**config.mk**
```make
export PLATFORM = sky130hd
export DESIGN_NAME = aes_input_stage
export DESIGN_NICKNAME = d
export VERILOG_FILES = /design/src/rtl/aes_input_stage.sv
export SDC_FILE = /design/constraint.sdc
export NUM_CORES = 1
export LEC_CHECK = 0
export CORE_MARGIN = 2
export CORE_UTILIZATION = 53
export CTS_CLUSTER_SIZE = 20
export DETAILED_ROUTE_END_ITERATION = 10
export HOLD_SLACK_MARGIN = 0.1
export PLACE_DENSITY = 0.79
export REMOVE_ABC_BUFFERS = 1
export SLEW_MARGIN = 40
export SYNTH_ARGS = -nofsm -noshare
export SYNTH_HDL_FRONTEND = slang
export SYNTH_SLANG_ARGS = --single-unit
```
**constraint.sdc**
```tcl
create_clock -name clock -period 2.4 [get_ports clock]
set_input_delay 0.72 -clock clock [delete_from_list [all_inputs] [get_ports clock]]
set_output_delay 0.72 -clock clock [all_outputs]
set_load 0.005 [all_outputs]
```
**src/rtl/aes_input_stage.sv**
```systemverilog
// AES-128 input stage: packs 32-bit words into key/plaintext blocks and emits round-0 AddRoundKey.
// Optional AES_BLOCK_COUNT_EN adds o_block_count, a wrapping count of emitted blocks.
module aes_input_stage #(
  parameter int COUNT_W = 16
) (
  input  logic               clock,
  input  logic               reset,
  input  logic               i_valid,
  input  logic               i_sel,
  input  logic [31:0]        i_word,
  output logic               o_ready,
  output logic               o_tx_en,
  output logic [127:0]       o_state,
  output logic [127:0]       o_round_key,
  output logic               o_key_ok,
  output logic               o_err
`ifdef AES_BLOCK_COUNT_EN
  ,
  output logic [COUNT_W-1:0] o_block_count
`endif
);

  logic [127:0] key_q, key_d;
  logic [127:0] data_q, data_d;
  logic [1:0]   kcnt_q, kcnt_d;
  logic [1:0]   dcnt_q, dcnt_d;
  logic         key_ok_q, key_ok_d;
  logic         hold_q, hold_d;
  logic         err_q, err_d;
  logic         tx_en_q;
  logic [127:0] state_q;
  logic [127:0] round_key_q;

  logic         ready_s;
  logic         accept_s;
  logic         emit_s;
  logic [127:0] emit_state_s;
  logic [127:0] emit_key_s;

  // A held block only waits for the key; key words must keep flowing to release it.
  assign ready_s  = !(hold_q && (i_sel == 1'b0));
  assign accept_s = i_valid && ready_s;

  // Next-state for word assembly, key status, hold, error and the emit decision.
  always_comb begin
    key_d        = key_q;
    data_d       = data_q;
    kcnt_d       = kcnt_q;
    dcnt_d       = dcnt_q;
    key_ok_d     = key_ok_q;
    hold_d       = hold_q;
    err_d        = err_q;
    emit_s       = 1'b0;
    emit_state_s = 128'd0;
    emit_key_s   = 128'd0;
    if (accept_s) begin
      if (i_sel) begin
        key_d[127 - 32*kcnt_q -: 32] = i_word;
        kcnt_d = kcnt_q + 2'd1;
        if (dcnt_q != 2'd0) begin
          err_d = 1'b1;
        end else begin
          err_d = err_q;
        end
        if (kcnt_q == 2'd3) begin
          key_ok_d = 1'b1;
          if (hold_q) begin
            // Completed key goes straight to the held block; key_q is not updated until this edge.
            emit_s       = 1'b1;
            emit_key_s   = {key_q[127:32], i_word};
            emit_state_s = data_q ^ {key_q[127:32], i_word};
            hold_d       = 1'b0;
          end else begin
            hold_d = hold_q;
          end
        end else if (kcnt_q == 2'd0) begin
          key_ok_d = 1'b0;
        end else begin
          key_ok_d = key_ok_q;
        end
      end else begin
        data_d[127 - 32*dcnt_q -: 32] = i_word;
        dcnt_d = dcnt_q + 2'd1;
        if (kcnt_q != 2'd0) begin
          err_d = 1'b1;
        end else begin
          err_d = err_q;
        end
        if (dcnt_q == 2'd3) begin
          if (key_ok_q && (kcnt_q == 2'd0)) begin
            emit_s       = 1'b1;
            emit_key_s   = key_q;
            emit_state_s = {data_q[127:32], i_word} ^ key_q;
          end else begin
            hold_d = 1'b1;
          end
        end else begin
          hold_d = hold_q;
        end
      end
    end else begin
      emit_s = 1'b0;
    end
  end

  // State registers and the registered one-cycle output triple.
  always_ff @(posedge clock) begin
    if (reset) begin
      key_q       <= 128'd0;
      data_q      <= 128'd0;
      kcnt_q      <= 2'd0;
      dcnt_q      <= 2'd0;
      key_ok_q    <= 1'b0;
      hold_q      <= 1'b0;
      err_q       <= 1'b0;
      tx_en_q     <= 1'b0;
      state_q     <= 128'd0;
      round_key_q <= 128'd0;
    end else begin
      key_q       <= key_d;
      data_q      <= data_d;
      kcnt_q      <= kcnt_d;
      dcnt_q      <= dcnt_d;
      key_ok_q    <= key_ok_d;
      hold_q      <= hold_d;
      err_q       <= err_d;
      tx_en_q     <= emit_s;
      state_q     <= emit_state_s;
      round_key_q <= emit_key_s;
    end
  end

`ifdef AES_BLOCK_COUNT_EN
  logic [COUNT_W-1:0] count_q;

  // Emitted-block counter, wraps naturally at its width.
  always_ff @(posedge clock) begin
    if (reset) begin
      count_q <= {COUNT_W{1'b0}};
    end else if (emit_s) begin
      count_q <= count_q + {{(COUNT_W-1){1'b0}}, 1'b1};
    end else begin
      count_q <= count_q;
    end
  end

  assign o_block_count = count_q;
`else
  localparam int unused_count_w = COUNT_W;
`endif

  assign o_ready     = ready_s;
  assign o_tx_en     = tx_en_q;
  assign o_state     = state_q;
  assign o_round_key = round_key_q;
  assign o_key_ok    = key_ok_q;
  assign o_err       = err_q;

endmodule

```
==> results of run 1 <==
==> flip-flops by register name, summed over array words and instances, names as in the netlist <==
name         cells
o_state        128
hold_q           1
dcnt_q           2
o_key_ok         1
o_err            1
key_q          128
data_q         128
o_round_key    128
o_tx_en          1
kcnt_q           2
==> power by group through the flow <==
| stage | registers (uW) | logic, uW | clock network, uW |
|---|---|---|---|
| 4_1_cts | 8780 | 866 | 7590 |
| 2_1_floorplan | 8950 | 328 | 0 |
| 5_1_grt | 8790 | 934 | 7960 |
| 3_5_place_dp | 8970 | 862 | 0 |
| 6_report | 8780 | 882 | 7520 |
| 3_3_place_gp | 8970 | 840 | 0 |
==> Yosys cell counts, types with 6 or more instances <==
library cell / number / area share, %
dfxtp_1: 520 / 57
nand3_1: 262 / 7.2
nand2_1: 260 / 5.4
a21oi_1: 259 / 7.1
clkbuf_1: 144 / 3.0
nor2_1: 134 / 2.8
and2_1: 98 / 3.4
xnor2_1: 98 / 4.7
buf_2: 49 / 1.3
a22oi_1: 33 / 1.4
nor3_1: 33 / 0.91
a221oi_1: 32 / 1.5
o221a_2: 27 / 1.7
ha_1: 8 / 0.55
buf_1: 7 / 0.14
nor2b_1: 6 / 0.21
==> through the flow <==
| step | setup slack [ns] | hold WS (ns) | instance area [um^2] | instances |
|---|---|---|---|---|
| after global routing | 0.0498 | 0.478 | 23500 | 2700 |
| after CTS | 0.0993 | 0.456 | 23500 | 2700 |
| after global placement | -0.156 | 0.438 | 21900 | 2619 |
| after detailed placement | -0.174 | 0.445 | 21900 | 2619 |
| final | 0.100 | 0.453 | 23500 | 2700 |
| after floorplan | -2.65 | 0.436 | 17400 | 1803 |
==> metal layers <==
layer	vias up	track usage, %	wire length, um
met5	-	0	0
met4	0	9.72	1600
met3	110	5.06	4510
met2	736	48.6	25300
met1	7394	38.2	22000
li1	7152	-	-
==> final timing paths <==
| path | start | to | slack, ns | depth (start not counted) |
|---|---|---|---|---|
| setup reg to reg | kcnt_q[0] | o_round_key[75] | 0.23 | 7 |
| hold reg to reg | o_err | o_err | 0.45 | 2 |
| hold / removal | o_err | o_err | 0.45 | 2 |
| setup / recovery | i_sel | o_ready | 0.10 | 3 |
==> cell families after synthesis <==
group	count (synthesis)	synth area share [%]
flops	520	57.2
mux	1	0.0550
compound gates	359	12.1
buf+inv	208	4.67
simple gates	811	20.7
fa+ha+maj	8	0.550
xor+xnor	98	4.72
==> worst register-to-register path, cell delays in order, from the launching register on <==
cell and delay [ns]:
dfxtp_1 0.55, inv_1 0.16, ha_1 0.32, and4b_2 0.27, o211ai_4 0.17, clkinv_2 0.12
buf_12 0.18, and2_1 0.29
==> cell type report <==
class	count	share of cell area [%]
Clock buffer	74	6.40
Tap cell	448	2.38
Inverter	6	0.101
Timing Repair Buffer	368	16.4
Clock inverter	7	0.255
Sequential cell	520	44.3
Multi-Input combinational cell	1277	30.2
==> flow_summary.html, run 1 <==
<table>
<tr><th>Metric</th><th>Value</th></tr>
<tr><th colspan="2">Status</th></tr>
<tr><td>Run status</td><td>complete, no violations</td></tr>
<tr><th colspan="2">Routing</th></tr>
<tr><td>Count of nets left with antenna violations after detail routing</td><td>0</td></tr>
<tr><td>Via/cell ratio</td><td>5.70</td></tr>
<tr><td>Avg WL per Cell</td><td>19.8 um</td></tr>
<tr><td>Router iterations before antenna repair</td><td>6</td></tr>
<tr><td>DRC violation total after the first TritonRoute iteration</td><td>1388</td></tr>
<tr><td>Vias</td><td>15.4k</td></tr>
<tr><td>Total wire length after detailed routing</td><td>53.4 mm</td></tr>
<tr><td>Post-detailed-route DRC marker count</td><td>0</td></tr>
<tr><th colspan="2">Yosys</th></tr>
<tr><td>Number of enable-type register cells in the synthesized netlist</td><td>0</td></tr>
<tr><td>Yosys cell types</td><td>31</td></tr>
<tr><td>Post-synthesis average cell area</td><td>approximately 9 um^2</td></tr>
<tr><td>Yosys warning count</td><td>0</td></tr>
<tr><td>Flip-flop cell with the highest count after synthesis</td><td>dfxtp_1</td></tr>
<tr><td>Cell area after technology mapping</td><td>18200 um^2</td></tr>
<tr><td>Async set-reset flop share out of synthesis</td><td>0%</td></tr>
<tr><td>Synthesized flop and latch total</td><td>520</td></tr>
<tr><td>Sequential-to-total area share from yosys stat</td><td>57.2%</td></tr>
<tr><td>Mapped Cells</td><td>approximately 2k</td></tr>
<tr><th colspan="2">Power</th></tr>
<tr><td>Power per cell area</td><td>731 nW/um^2</td></tr>
<tr><td>P_sw</td><td>~3800 uW</td></tr>
<tr><td>Proportion of power drawn by combinational gates</td><td>5.1%</td></tr>
<tr><td>Cell internal power dissipation</td><td>between 10000 and 15000 uW</td></tr>
<tr><td>Leakage</td><td>0.00780 uW</td></tr>
<tr><td>Post-layout power</td><td>17200 uW</td></tr>
<tr><td>Worst voltage drop across the vdd grid</td><td>0.536 mV</td></tr>
<tr><td>Switching share of power</td><td>21.9%</td></tr>
<tr><td>Clock Power Share</td><td>between 40% and 50%</td></tr>
<tr><td>Share of total power in sequential cells</td><td>between 50% and 60%</td></tr>
<tr><th colspan="2">Cells and area</th></tr>
<tr><td>Count of nets after finishing</td><td>2267</td></tr>
<tr><td>Most frequent standard cell in the layout excluding fill and tap cells</td><td>dfxtp_1</td></tr>
<tr><td>Area taken by flip-flops and latches</td><td>10400 um^2</td></tr>
<tr><td>Multi-input gate area</td><td>around 7100 um^2</td></tr>
<tr><td>Layout filler cell count</td><td>approximately 2.5k</td></tr>
<tr><td>Utilization of the core after routing</td><td>69.8%</td></tr>
<tr><td>P&amp;R area growth vs syn</td><td>29.2%</td></tr>
<tr><td>Number of antenna diodes</td><td>0</td></tr>
<tr><td>Commonest cells after routing, fill and taps aside</td><td>520 x dfxtp_1, 293 x clkdlybuf4s50_1, 259 x nand2_1, 259 x a21oi_1, 258 x nand3_1</td></tr>
<tr><td>Share of layout cells above drive strength 1</td><td>8.70%</td></tr>
<tr><th colspan="2">Global route</th></tr>
<tr><td>Vias in the first global route</td><td>about 15k</td></tr>
<tr><td>Global-route wire length before repair</td><td>82.7 mm</td></tr>
<tr><td>All-Layer GR Usage</td><td>29.1%</td></tr>
<tr><td>Grt total ovfl</td><td>0</td></tr>
<tr><td>Number of antenna violations at the first check in global routing</td><td>0</td></tr>
<tr><td>Pin count of the biggest net entering global routing</td><td>141</td></tr>
<tr><th colspan="2">Worst setup path</th></tr>
<tr><td>Bufs and invs on worst path</td><td>2</td></tr>
<tr><td>Critical Path RT</td><td>1.68 ns</td></tr>
<tr><td>Arrival time at the worst endpoint</td><td>around 1.6 ns</td></tr>
<tr><td>Peak fanout along the critical path</td><td>2</td></tr>
<tr><td>Category of the worst setup path launch point</td><td>input pin</td></tr>
<tr><td>Critical Path, Cell by Cell</td><td>clkdlybuf4s50_1 &gt; nand2b_1 &gt; dlygate4sd2_1</td></tr>
<tr><td>Crit-path slowest cell</td><td>clkdlybuf4s50_1</td></tr>
<tr><td>Largest delay share family, worst path</td><td>buffers and inverters</td></tr>
<tr><td>Crit path largest cell delay</td><td>0.42 ns</td></tr>
<tr><td>Endpoint class of the critical path</td><td>output pin</td></tr>
<tr><td>Setup Crit Path Kind</td><td>input pin to output pin</td></tr>
<tr><th colspan="2">Clock network</th></tr>
<tr><td>Resize count post-CTS</td><td>1</td></tr>
<tr><td>Post-CTS Setup Repair Bufs</td><td>0</td></tr>
<tr><td>H-tree levels</td><td>2</td></tr>
<tr><td>CTS tree</td><td>yes</td></tr>
<tr><td>Clk_lat worst skew</td><td>around 0.55 ns</td></tr>
<tr><td>Clock sink count</td><td>520</td></tr>
<tr><td>Number of buffers inserted during clock tree synthesis</td><td>50</td></tr>
<tr><td>Hold buffers post-CTS</td><td>0</td></tr>
<tr><td>Clock root cell</td><td>clkbuf_16</td></tr>
<tr><td>Deepest clock path buffer count</td><td>3</td></tr>
<tr><td>Clock transition time at the flip-flop clock pins of the worst setup and hold paths</td><td>0.06 ns</td></tr>
<tr><th colspan="2">Flow run</th></tr>
<tr><td>Number of violations of the max-capacitance limit</td><td>0</td></tr>
<tr><th colspan="2">Hold path</th></tr>
<tr><td>Classification of the worst-slack hold path</td><td>register to register</td></tr>
<tr><th colspan="2">Timing</th></tr>
<tr><td>Actual transition at the worst max-transition pin</td><td>0.664 ns</td></tr>
<tr><td>Post-Route Setup TNS</td><td>0 ns</td></tr>
<tr><td>Count of endpoints failing hold in the final timing report</td><td>0</td></tr>
<tr><td>Time the worst path needs with I/O delays and setup</td><td>2.30 ns</td></tr>
<tr><td>Final-report setup violation count</td><td>0</td></tr>
<tr><td>Max Clock Freq</td><td>435 MHz</td></tr>
<tr><td>Final worst-path cycle share</td><td>a little over nine tenths</td></tr>
<tr><td>Relative slew slack</td><td>55.7%</td></tr>
<tr><td>Unrepaired setup endpoints after global routing</td><td>false</td></tr>
<tr><td>Final Max Slew Viols</td><td>0</td></tr>
<tr><td>Skew final</td><td>0.00836 ns</td></tr>
<tr><th colspan="2">Placement</th></tr>
<tr><td>Post-DP HPWL</td><td>33.5 mm</td></tr>
<tr><td>Count of port buffers added during placement</td><td>295</td></tr>
<tr><td>Gpl congestion</td><td>0.855</td></tr>
<tr><th colspan="2">Floorplanning</th></tr>
<tr><td>Core box area</td><td>33700 um^2</td></tr>
<tr><td>Floorplan die width</td><td>between 150 and 200 um</td></tr>
<tr><td># rows</td><td>67</td></tr>
<tr><td>Area of the die</td><td>approximately 36000 um^2</td></tr>
<tr><td>Total I/O pin count</td><td>296</td></tr>
<tr><td>Initial standard-cell utilization of the core</td><td>~54%</td></tr>
<tr><td>Die Y</td><td>189 um</td></tr>
</table>
No activity file was read; power rests on OpenSTA's default activity.
==> run 2: changes to the inputs <==
CORE_UTILIZATION = 30   (was 53)
PLACE_DENSITY = unset   (was 0.79)
==> flow_summary.html, run 2 (synthesis gave the netlist of run 1 again) <==
<table>
<tr><th>Metric</th><th>Value</th></tr>
<tr><th colspan="2">Routing</th></tr>
<tr><td>Post-detailed-route DRC marker count</td><td>0 (unchanged)</td></tr>
<tr><td>Avg WL per Cell</td><td>19.9 um (+0.76%)</td></tr>
<tr><td>Total wire length after detailed routing</td><td>61.9 mm (+16%)</td></tr>
<tr><td>Count of nets left with antenna violations after detail routing</td><td>0 (unchanged)</td></tr>
<tr><td>Vias</td><td>15.5k (+0.43%)</td></tr>
<tr><td>Router iterations before antenna repair</td><td>5 (-1)</td></tr>
<tr><td>Routed length on met1</td><td>26.8 mm (+22%)</td></tr>
<tr><td>Amount of wire on met3 after detailed routing</td><td>4.94 mm (+9.6%)</td></tr>
<tr><td>Top metal layer carrying routed signals</td><td>met4</td></tr>
<tr><td>DRC violation total after the first TritonRoute iteration</td><td>1249 (-10%)</td></tr>
<tr><td>Via/cell ratio</td><td>4.97 (-13%)</td></tr>
<tr><td>Met2 routed wirelength</td><td>28.1 mm (+11%)</td></tr>
<tr><th colspan="2">Worst setup path</th></tr>
<tr><td>Critical Path, Cell by Cell</td><td>clkdlybuf4s50_1 &gt; nand2b_1 &gt; dlygate4sd2_1</td></tr>
<tr><td>Endpoint class of the critical path</td><td>output pin</td></tr>
<tr><td>Category of the worst setup path launch point</td><td>input pin</td></tr>
<tr><td>Critical Path RT</td><td>1.68 ns (about the same)</td></tr>
<tr><td>Worst Reg-to-Reg Cells</td><td>7 (unchanged)</td></tr>
<tr><td>Peak fanout along the critical path</td><td>2 (unchanged)</td></tr>
<tr><td>Setup Crit Path Kind</td><td>input pin to output pin</td></tr>
<tr><td>Arrival time at the worst endpoint</td><td>1.59 ns (about the same)</td></tr>
<tr><td>Crit path largest cell delay</td><td>0.43 ns (about the same)</td></tr>
<tr><td>Crit-path slowest cell</td><td>clkdlybuf4s50_1</td></tr>
<tr><th colspan="2">Placement</th></tr>
<tr><td>Gpl congestion</td><td>0.831 (-2.9%)</td></tr>
<tr><td>Count of port buffers added during placement</td><td>295 (unchanged)</td></tr>
<tr><td>Placed instance area</td><td>22900 um^2 (+4.3%)</td></tr>
<tr><td>Post-DP HPWL</td><td>40.9 mm (+22%)</td></tr>
<tr><td>Post-placement worst setup slack</td><td>-0.196 ns (-0.0221 ns)</td></tr>
<tr><th colspan="2">Cells and area</th></tr>
<tr><td>Count of nets after finishing</td><td>2322 (+2.4%)</td></tr>
<tr><td>P&amp;R area growth vs syn</td><td>36.8%</td></tr>
<tr><td>Number of antenna diodes</td><td>0 (unchanged)</td></tr>
<tr><td>Fin area</td><td>24900 um^2 (+5.9%)</td></tr>
<tr><td>Layout filler cell count</td><td>5840 (+130%)</td></tr>
<tr><td>Share of layout cells above drive strength 1</td><td>11.8% (+3.1 points)</td></tr>
<tr><td>Commonest cells after routing, fill and taps aside</td><td>520 x dfxtp_1, 292 x clkdlybuf4s50_1, 259 x nand2_1, 259 x a21oi_1, 257 x nand3_1</td></tr>
<tr><td>Most frequent standard cell in the layout excluding fill and tap cells</td><td>dfxtp_1</td></tr>
<tr><th colspan="2">Floorplanning</th></tr>
<tr><td># rows</td><td>90 (+34%)</td></tr>
<tr><td>Initial standard-cell utilization of the core</td><td>30.3% (-24 points)</td></tr>
<tr><td>Floorplan die width</td><td>250 um (+32%)</td></tr>
<tr><td>Core box area</td><td>60100 um^2 (+78%)</td></tr>
<tr><td>Area of the die</td><td>62700 um^2 (+75%)</td></tr>
<tr><td>Die Y</td><td>250 um (+32%)</td></tr>
<tr><td>Total I/O pin count</td><td>296 (unchanged)</td></tr>
<tr><th colspan="2">Power</th></tr>
<tr><td>Proportion of power drawn by combinational gates</td><td>5.2% (about the same)</td></tr>
<tr><td>Worst voltage drop across the vdd grid</td><td>0.546 mV (+1.9%)</td></tr>
<tr><td>Switching share of power</td><td>22.6% (+0.73 points)</td></tr>
<tr><td>Power per cell area</td><td>767 nW/um^2 (+4.9%)</td></tr>
<tr><td>Leakage</td><td>0.00833 uW (+6.7%)</td></tr>
<tr><td>Share of total power in sequential cells</td><td>45.9% (-5.2 points)</td></tr>
<tr><td>P_sw</td><td>4320 uW (+15%)</td></tr>
<tr><td>Clock Power Share</td><td>48.9% (+5.1 points)</td></tr>
<tr><td>Cell internal power dissipation</td><td>14800 uW (+10%)</td></tr>
<tr><th colspan="2">Global route</th></tr>
<tr><td>Pin count of the biggest net entering global routing</td><td>154 (+9.2%)</td></tr>
<tr><td>Number of antenna violations at the first check in global routing</td><td>0 (unchanged)</td></tr>
<tr><td>Global-route wire length before repair</td><td>91.8 mm (+11%)</td></tr>
<tr><td>All-Layer GR Usage</td><td>19.1% (-10 points)</td></tr>
<tr><td>Vias in the first global route</td><td>15.1k (+2.0%)</td></tr>
<tr><td>Grt total ovfl</td><td>0 (unchanged)</td></tr>
<tr><th colspan="2">Timing</th></tr>
<tr><td>Final worst-path cycle share</td><td>96.1% (+0.27 points)</td></tr>
<tr><td>Skew final</td><td>0.0103 ns (+0.00193 ns)</td></tr>
<tr><td>Slack of the critical path</td><td>0.0936 ns (-0.00655 ns)</td></tr>
<tr><td>Max Clock Freq</td><td>434 MHz (-0.28%)</td></tr>
<tr><td>Time the worst path needs with I/O delays and setup</td><td>2.31 ns (+0.00655 ns)</td></tr>
<tr><td>Relative slew slack</td><td>42.3% (-13 points)</td></tr>
<tr><td>Final-report setup violation count</td><td>0 (unchanged)</td></tr>
<tr><td>Final Max Slew Viols</td><td>0 (unchanged)</td></tr>
<tr><td>Count of endpoints failing hold in the final timing report</td><td>0 (unchanged)</td></tr>
<tr><td>Actual transition at the worst max-transition pin</td><td>0.865 ns (+0.201 ns)</td></tr>
<tr><td>Unrepaired setup endpoints after global routing</td><td>false</td></tr>
<tr><td>Post-Route Setup TNS</td><td>0 ns (unchanged)</td></tr>
<tr><th colspan="2">Status</th></tr>
<tr><td>Run status</td><td>complete, no violations</td></tr>
<tr><th colspan="2">Clock network</th></tr>
<tr><td>Number of buffers inserted during clock tree synthesis</td><td>56 (+12%)</td></tr>
<tr><td>Deepest clock path buffer count</td><td>3 (unchanged)</td></tr>
<tr><td>Clock sink count</td><td>520 (unchanged)</td></tr>
<tr><td>CTS tree</td><td>yes</td></tr>
<tr><td>Clk_lat worst skew</td><td>0.60 ns (+0.05 ns)</td></tr>
<tr><td>Resize count post-CTS</td><td>2 (+1)</td></tr>
<tr><td>H-tree levels</td><td>2 (unchanged)</td></tr>
<tr><td>Hold buffers post-CTS</td><td>0 (unchanged)</td></tr>
<tr><td>Clock transition time at the flip-flop clock pins of the worst setup and hold paths</td><td>0.06 ns (about the same)</td></tr>
<tr><td>Clock root cell</td><td>clkbuf_16</td></tr>
<tr><td>Post-CTS Setup Repair Bufs</td><td>0 (unchanged)</td></tr>
<tr><th colspan="2">Hold path</th></tr>
<tr><td>Classification of the worst-slack hold path</td><td>register to register</td></tr>
<tr><td>Worst hold path stage count</td><td>2 (unchanged)</td></tr>
<tr><th colspan="2">Flow run</th></tr>
<tr><td>Number of violations of the max-capacitance limit</td><td>0 (unchanged)</td></tr>
</table>
==> run 2: path summary, 6_finish.rpt <==
| check | slack [ns] | startpoint | end |
|---|---|---|---|
| worst max-delay path | 0.09 | i_sel | o_ready |
| worst min-delay path | 0.46 | data_q[88] | data_q[88] |
| worst max register to register | 0.26 | kcnt_q[0] | o_round_key[84] |
| worst min register to register | 0.46 | data_q[88] | data_q[88] |
==> run 2: per-stage QoR <==
step | utilization [%] | hold WS [ns] | cells | power (uW)
after floorplan | - | 0.436 | 1803 | 9280
after global placement | 38.1 | 0.444 | 3002 | 9940
after detailed placement | 38.1 | 0.447 | 3002 | 9960
after CTS | 41.4 | 0.466 | 3108 | 19300
after global routing | 41.4 | 0.483 | 3108 | 19700
final | 41.4 | 0.463 | 3108 | 19100
==> run 2: power by group through the flow <==
stage                     combinational [uW]  clock [uW]  sequential, uW
after detailed placement                 991           0            8970
final                                    995        9330            8770
after global placement                   975           0            8960
after CTS                                996        9550            8770
after floorplan                          328           0            8950
after global routing                    1060        9900            8780
==> run 2: area by class of cell <==
type / instances / area, um^2 / share of cell area [%]
clock inverters: 30 / 430 / 1.73
inverters: 6 / 25.0 / 0.100
repair buffers: 417 / 4360 / 17.5
well taps: 782 / 978 / 3.93
multi-input cells: 1277 / 7120 / 28.6
clock buffers: 76 / 1580 / 6.34
flip-flops and latches: 520 / 10400 / 41.8
==> run 2: critical path: cells and delay by family <==
| kind | cells | cell delay, ns |
|---|---|---|
| and+or+nand+nor | 1 | 0.17 |
| buffers and inverters | 2 | 0.70 |
==> run 2: per-layer routing <==
metal  vias up  global-route usage (%)
met5         -                       0
met4         0                    6.69
met3       121                    5.03
met2       647                    30.6
met1      7401                    24.7
li1       7289                       -
==> RTL edit, RTL diff (settings of run 1) <==
Register the output `o_err` once more, without a reset; this adds one clock of latency there. The other outputs are not delayed to match.
--- a/src/rtl/aes_input_stage.sv
+++ b/src/rtl/aes_input_stage.sv
@@ -154,7 +154,9 @@
   assign o_state     = state_q;
   assign o_round_key = round_key_q;
   assign o_key_ok    = key_ok_q;
-  assign o_err       = err_q;
+  always_ff @(posedge clock) begin
+    o_err <= err_q;
+  end
 
 endmodule
 
Function: not settled (the Yosys comparison gave no result); the edit may change what the design does.
==> RTL edit against run 1 <==
- synthesized cell count barely moved
- via count barely moved
- design area rose by 0.46%
- setup slack improved by 0.014 ns
- core utilization rose by 0.32 points
- clock power rose by 4.1%
- sequential cell count rose by 1
- total power rose by 1.9%
- wire length fell by 1.8%
- die area rose by 0.11%
- synthesized area rose by 0.11%
- critical path depth fell by 2
- count of clock-buffer cells in the layout rose by 3
==> RTL edit: results (changes against run 1) <==
- Status: finished, final reports clean (unchanged)
- VDD IR max: 665 uV (was 536 uV)
- Family with the most delay on the worst path: buffers and inverters (unchanged)
- R2R depth: 7 (unchanged)
- Overall routing resource usage: 0.284 (was 0.291)
- XOR/XNOR Fraction of Synth Area: 0.0471 (was 0.0472)
- Synth top area cells: dfxtp_1 57%, nand3_1 7.2%, a21oi_1 7.1%, nand2_1 5.4%, xnor2_1 4.7% (unchanged)
- Data arrival time of the worst path: 1.57 ns
- Asr flop ratio synth: 0 (unchanged)
- Place WS: -0.163 ns (was -0.174 ns)
- Setup bufs post-CTS: 0 (unchanged)
- Reg clk slew, reported paths: 0.06 ns (about the same)
- P_int: 0.0137 W (was 0.0134 W)
- Fraction of layout cells with a size suffix above 1: 0.0914 (was 0.0870)
- Iteration-0 DRC Markers: 1347 (was 1388)
- Critical Path Fanout Max: 5 (was 2)
- Synth cell count leaders: 521 x dfxtp_1, 262 x nand3_1, 260 x nand2_1 (was 520 x dfxtp_1, 262 x nand3_1, 260 x nand2_1)
- Fillers: 2514 (was 2505)
- Post-synthesis sequential area ratio: 0.572 (about the same)
- Yosys warns: 0 (unchanged)
- Largest net degree at the start of global routing: 158 (was 141)
- Vias in the first global route: 14900 (was 14800)
- Hold depth: 0 (was 2)
- Clk_skew: 0.0205 ns (was 0.00836 ns)
- IO buf count: 295 (unchanged)
- Vias per std cell: 5.67 (was 5.70)
- Max_slew headroom: 0.495 (was 0.557)
- Compound-cell area share of the yosys netlist: 0.121 (about the same)
- Post-synthesis mux area share: 0.000549 (was 0.000550)
- GP Congestion: 0.888 (was 0.855)
- Top_reg_cell synth: dfxtp_1 (unchanged)
- Nets: 2269 (was 2267)
- DRT Pass-1 Iters: 8 (was 6)
- Wire per inst: 19.3 um (was 19.8 um)
- Post-DP HPWL: 33500 um (about the same)
- First-pass GRT wire length: 80900 um (was 82700 um)
- Leakage power: 7.87 nW (was 7.80 nW)
- Adder-cell share of the synthesized area: 0.00549 (was 0.00550)
- Max stage delay on crit path: 0.55 ns (was 0.42 ns)
RTL edit: final timing paths:
check	start	endpoint	slack, ns
max	o_key_ok	o_key_ok	0.11
min	err_q	o_err	0.35
max reg2reg	kcnt_q[0]	o_state[28]	0.28
min reg2reg	err_q	o_err	0.35
RTL edit: routing by layer:
layer | up-vias | GRT usage | wire length (um) | share of wire
li1 | 7181 | - | - | -
met1 | 7308 | 0.370 | 21300 | 0.41
met2 | 795 | 0.479 | 25100 | 0.48
met3 | 104 | 0.0484 | 4520 | 0.086
met4 | 0 | 0.0951 | 1540 | 0.029
met5 | - | 0 | 0 | 0
RTL edit: cells by family (layout without fill, tap and decap cells):
family                   Yosys count  in the layout
flip-flops                       521            521
buffers and inverters            208            467
AO/OA/AOI/OAI                    359            359
AND/OR/NAND/NOR                  811            811
XOR/XNOR                          98             98
multiplexers                       1              1
adder cells (fa/ha/maj)            8              8
RTL edit: power by group through the flow:
stage	clock network, W	logic [W]	registers (W)
floorplan	0	0.000328	0.00897
global route	0.00829	0.000939	0.00880
finish	0.00783	0.000885	0.00880
global placement	0	0.000848	0.00898
detailed placement	0	0.000865	0.00899
CTS	0.00791	0.000871	0.00880
RTL edit: metrics by stage:
step            util  hold slack, ns  area, um2  cells  power [W]
6_report       0.701           0.354      23600   2713     0.0175
5_1_grt        0.701           0.367      23600   2713     0.0180
4_1_cts        0.701           0.357      23600   2713     0.0176
3_5_place_dp   0.651           0.341      22000   2621    0.00985
3_3_place_gp   0.651           0.345      22000   2621    0.00983
2_1_floorplan      -           0.331      17400   1804    0.00930
RTL edit: what timing repair did:
item / CTS / global route
hold buffers: 0 / 0
endpoints found under the setup margin: 1 / 0
gates resized for setup: 2 / 0
RTL edit: worst register-to-register path: cells and delay by family, from the launching register on:
family | cells | cell delay, ns
compound gates | 1 | 0.27
fa+ha+maj | 1 | 0.30
buf+inv | 3 | 0.50
flops | 1 | 0.53
simple gates | 2 | 0.38
RTL edit: area by class of cell:
type | instances | area share
clock buffers | 77 | 0.0650
clock inverters | 15 | 0.00540
inverters | 6 | 0.00101
multi-input cells | 1277 | 0.301
flip-flops and latches | 521 | 0.442
well taps | 448 | 0.0237
repair buffers | 369 | 0.162
